<file path="config.mk">
export PLATFORM = sky130hd
export DESIGN_NAME = button_debounce
export DESIGN_NICKNAME = d
export VERILOG_FILES = /design/src/rtl/button_debounce.sv
export SDC_FILE = /design/constraint.sdc
export NUM_CORES = 1
export LEC_CHECK = 0
export BUFFER_PORTS_ARGS = -buffer_cell sky130_fd_sc_hd__buf_4
export CAP_MARGIN = 20
export CORE_UTILIZATION = 59
export CTS_CLUSTER_DIAMETER = 150
export DETAILED_ROUTE_END_ITERATION = 8
export PLACE_DENSITY = 0.8
export SYNTH_ARGS = -nofsm -noshare
export SYNTH_HDL_FRONTEND = slang
export SYNTH_SLANG_ARGS = --single-unit
</file>
<file path="constraint.sdc">
create_clock -name clk -period 6 [get_ports clk]
set_clock_uncertainty 0.2 [all_clocks]
set_input_delay 1.8 -clock clk [delete_from_list [all_inputs] [get_ports clk]]
set_output_delay 1.8 -clock clk [all_outputs]
set_load 0.01 [all_outputs]
</file>
<file path="src/rtl/button_debounce.sv">
// Push-button front end: two-flop synchroniser, bounce filter and
// one-cycle press / release / long-press pulses, plus a clean level.
module button_debounce #(
    parameter int unsigned DB_CYCLES      = 1000000,
    parameter int unsigned LONG_CYCLES    = 50000000,
    parameter bit          BTN_ACTIVE_LOW = 1'b0
) (
    input  logic clk,
    input  logic rst_n,
    input  logic btn_in,
    output logic btn_level,
    output logic btn_press,
    output logic btn_release,
    output logic btn_long
);

    localparam int DB_W   = $clog2(DB_CYCLES + 1);
    localparam int HOLD_W = (LONG_CYCLES == 0) ? 1 : $clog2(LONG_CYCLES + 1);

    localparam logic [DB_W-1:0]   DB_LAST   = DB_W'(DB_CYCLES - 1);
    localparam logic [HOLD_W-1:0] HOLD_MAX  = HOLD_W'(LONG_CYCLES);
    localparam logic [HOLD_W-1:0] HOLD_LAST = HOLD_W'((LONG_CYCLES == 0) ? 0 : LONG_CYCLES - 1);
    localparam bit                LONG_EN   = (LONG_CYCLES != 0);

    typedef enum logic [1:0] {
        IDLE         = 2'd0,
        PRESS_WAIT   = 2'd1,
        DOWN         = 2'd2,
        RELEASE_WAIT = 2'd3
    } state_t;

    state_t            state;
    logic [1:0]        sync_q;
    logic              btn_s;
    logic [DB_W-1:0]   db_cnt;
    logic [HOLD_W-1:0] hold_cnt;

    // Two-flop synchroniser; polarity fix is applied after the second
    // flop so both flops still reset to 0 regardless of BTN_ACTIVE_LOW.
    always_ff @(posedge clk or negedge rst_n) begin
        if (!rst_n) sync_q <= 2'b00;
        else        sync_q <= {sync_q[0], btn_in};
    end

    assign btn_s = sync_q[1] ^ BTN_ACTIVE_LOW;

    // Debounce FSM with registered level and pulse outputs. A level change
    // is accepted only after DB_CYCLES consecutive agreeing samples; the
    // first disagreeing sample drops back to the settled state silently.
    always_ff @(posedge clk or negedge rst_n) begin
        if (!rst_n) begin
            state       <= IDLE;
            db_cnt      <= '0;
            hold_cnt    <= '0;
            btn_level   <= 1'b0;
            btn_press   <= 1'b0;
            btn_release <= 1'b0;
            btn_long    <= 1'b0;
        end else begin
            btn_press   <= 1'b0;
            btn_release <= 1'b0;
            btn_long    <= 1'b0;
            case (state)
                IDLE: begin
                    if (btn_s) begin
                        state  <= PRESS_WAIT;
                        db_cnt <= DB_W'(1);
                    end
                end
                PRESS_WAIT: begin
                    if (!btn_s) begin
                        state  <= IDLE;
                        db_cnt <= '0;
                    end else if (db_cnt == DB_LAST) begin
                        state     <= DOWN;
                        btn_press <= 1'b1;
                        btn_level <= 1'b1;
                        db_cnt    <= '0;
                        hold_cnt  <= '0;
                    end else begin
                        db_cnt <= db_cnt + DB_W'(1);
                    end
                end
                DOWN: begin
                    // hold_cnt saturates at LONG_CYCLES, so btn_long fires once per press
                    if (LONG_EN && (hold_cnt < HOLD_MAX)) begin
                        hold_cnt <= hold_cnt + HOLD_W'(1);
                        if (hold_cnt == HOLD_LAST) btn_long <= 1'b1;
                    end
                    if (!btn_s) begin
                        state  <= RELEASE_WAIT;
                        db_cnt <= DB_W'(1);
                    end
                end
                RELEASE_WAIT: begin
                    // hold_cnt is frozen here: release glitches do not advance long-press
                    if (btn_s) begin
                        state  <= DOWN;
                        db_cnt <= '0;
                    end else if (db_cnt == DB_LAST) begin
                        state       <= IDLE;
                        btn_release <= 1'b1;
                        btn_level   <= 1'b0;
                        db_cnt      <= '0;
                        hold_cnt    <= '0;
                    end else begin
                        db_cnt <= db_cnt + DB_W'(1);
                    end
                end
                default: state <= IDLE;
            endcase
        end
    end

endmodule

</file>
==> metrics <==
status complete, no violations; row cnt 25; Critical Path Source btn_level; family with the most delay on the worst path flip-flops; multiplexer share of the synthesized area 0.3366%; Skew-Pair Late Insertion Delay around 0.32 ns; fin nets ~330; post-synthesis simple-gate area fraction between 20% and 30%; final worst setup slack 3.142 ns; DP Wirelength 4.123 mm; grt ovf 0; Compound-Gate Fraction of Synth Area around a quarter; Crit Path Category reg2out; pre-CTS setup slack roughly 3.4 ns; Starting Density 62.14%; largest net degree at the start of global routing 55; Tot GR Track Use 25.85%; Synth Instances between 300 and 400; Syn Nets around 340; highest-delay cell along the critical path dfrtp_1; CP arrival between 0.8 and 0.9 ns; DIE AREA ~0.0053 mm2; Post-CTS Hold Buffers 0; Seq/Total Area, Yosys approximately 45%; Adder-Cell Fraction of Synth Area less than 1%; MaxCap Viol Count 0; Leakage about 1.3 nW; clk slew on worst S/H paths around 0.090 ns; post-CTS setup buffers 0; initial DRC count 202; Routed WL approximately 6.2 mm; asr flop ratio synth 100.0%; via count 2535; number of distinct library cells after synthesis 55; Worst VDD drop 171.1 uV; Setup TNS 0 ns; number of port buffers 6; CTS buffer count 5; post-route insts no fill 396; drt drc 0; measured slew at the worst slew-check pin 0.7722 ns; Ant. Diodes 0; Worst Path Required ~4 ns; RR Startpoint db_cnt[0]; Clock Path Buffers 2; fmax 349.9 MHz; hold path startpoint sync_q[0]; critical-path cell list buf_4; Yosys top cell area share 45.44%; area leader, netlist dfrtp_1; TritonCTS clock tree built; Mean Syn Cell Area about 9 um2; Fin Hold WS between 0.15 and 0.2 ns; PD cells about 210 mW/mm2; Synth Cell Area approximately 0.0030 mm2; fraction of layout cells with a size suffix above 1 between 10% and 20%; Slew Viols, Final 0; CTS Sinks 54; Final setup violation count 0; Core ar. around 0.0048 mm2; slowest stage delay, CP about 0.40 ns; Die Ht ~73 um; final worst path period need between 2 and 3 ns; count leader, synth dfrtp_1; die extent in x between 70 and 80 um; largest family of logic cells by synthesized area compound AO/OA/AOI/OAI gates; Slew headroom around half; Hold Fails Final Rpt 0; critical path startpoint category flip-flop; synth warn 0; first-pass GRT wire length approximately 11 mm; worst path bufs/invs 1; wire length per cell 15.66 um; Post-synth EDFFs 0; fin crit share a little under half; Yosys reg bits 54; Synth top cells by count dfrtp_1, nand2_1, a21oi_1, o21ai_0, a31oi_1; vias in the first global route ~2400; CP max FO 3; Ports 7; PostCTS Resize Cnt 0; DP Cell Count between 300 and 400; unrepaired setup endpoints after global routing false; Hold Crit Class reg2reg; ANT nets after route 0; Vias/cell between 6 and 7; initial antenna violation count 0; ys flop type dfrtp_1; XOR/XNOR Fraction of Synth Area less than 1%; Layout area overhead 5.343%; H-tree depth 2; root buf cell clkbuf_8; Placer Congestion 0.8097; Area contributors post-synth dfrtp_1, a31oi_1, nand2_1; TritonRoute pass-1 iters 4; endpoint type of the worst setup path output pin
[stage by stage]
step	utilization, %	cell area, um2	power (mW)
final	65.46	3133	0.6497
after global placement	62.88	3009	0.4040
after CTS	65.46	3133	0.6536
after floorplan	-	2974	0.3939
after global routing	65.46	3133	0.6736
after detailed placement	63.11	3020	0.4054
[flip-flops by register name, indices dropped and copies added (netlist names), named ones only]
signal,flops
btn_press,1
hold_cnt,26
state,1
db_cnt,20
btn_long,1
btn_level,1
sync_q,2
btn_release,1
[cell usage in the layout, fill, tap and decap left out, types with 2 or more instances in the layout]
cell	n
nor4_1	2
a21o_1	3
nor2_2	2
a31o_2	2
o21ai_0	28
nor4b_2	2
nor2b_1	2
a21oi_1	28
clkbuf_8	6
nand4_1	13
a41oi_1	5
o31ai_1	3
o21ai_1	8
inv_1	4
nand2_1	40
and3_1	6
ha_1	2
nand2b_1	2
nand3_1	17
and3_2	3
o21a_1	5
and2_1	4
a31oi_1	27
and2_2	4
nor2_1	18
buf_4	6
nor3_1	7
dfrtp_1	54
[report_power, final]
part / internal (mW) / leakage, nW / total (mW) / switching (mW)
clock network: 0.134 / 0.0573 / 0.252 / 0.118
logic: 0.00741 / 0.465 / 0.0254 / 0.0180
registers: 0.368 / 0.744 / 0.372 / 0.00487
[area by class of cell]
class	instances	area, um2
clock inverter	1	30.03
fill	396	1653
timing repair buffer	7	56.30
sequential	54	1351
clock buffer	6	82.58
tap	67	83.83
inverter	4	15.01
multi-input combinational	257	1514
[final timing paths]
| kind | to | slack, ns | depth (start not counted) |
|---|---|---|---|
| max in group asynchronous | db_cnt[16] | 3.85 | 1 |
| worst min-delay path | sync_q[1] | 0.17 | 0 |
| worst max-delay path | btn_level | 3.14 | 1 |
| worst max register to register | db_cnt[11] | 3.33 | 7 |
| worst min register to register | sync_q[1] | 0.17 | 0 |
| min in group asynchronous | hold_cnt[10] | 1.30 | 1 |
[kinds of logic (layout without fill, tap and decap cells)]
logic type	after synthesis	after routing
buf+inv	21	18
mux	1	1
xor+xnor	1	1
simple gates	133	133
flops	54	54
compound gates	120	120
fa+ha+maj	2	2
[per-layer routing]
layer / part of all wire [%] / GRT usage, %
met1: 44 / 31.68
met2: 51 / 45.27
met3: 3.4 / 5.249
met4: 1.4 / 8.715
met5: 0 / 0
(Power assumes the default switching activity.)
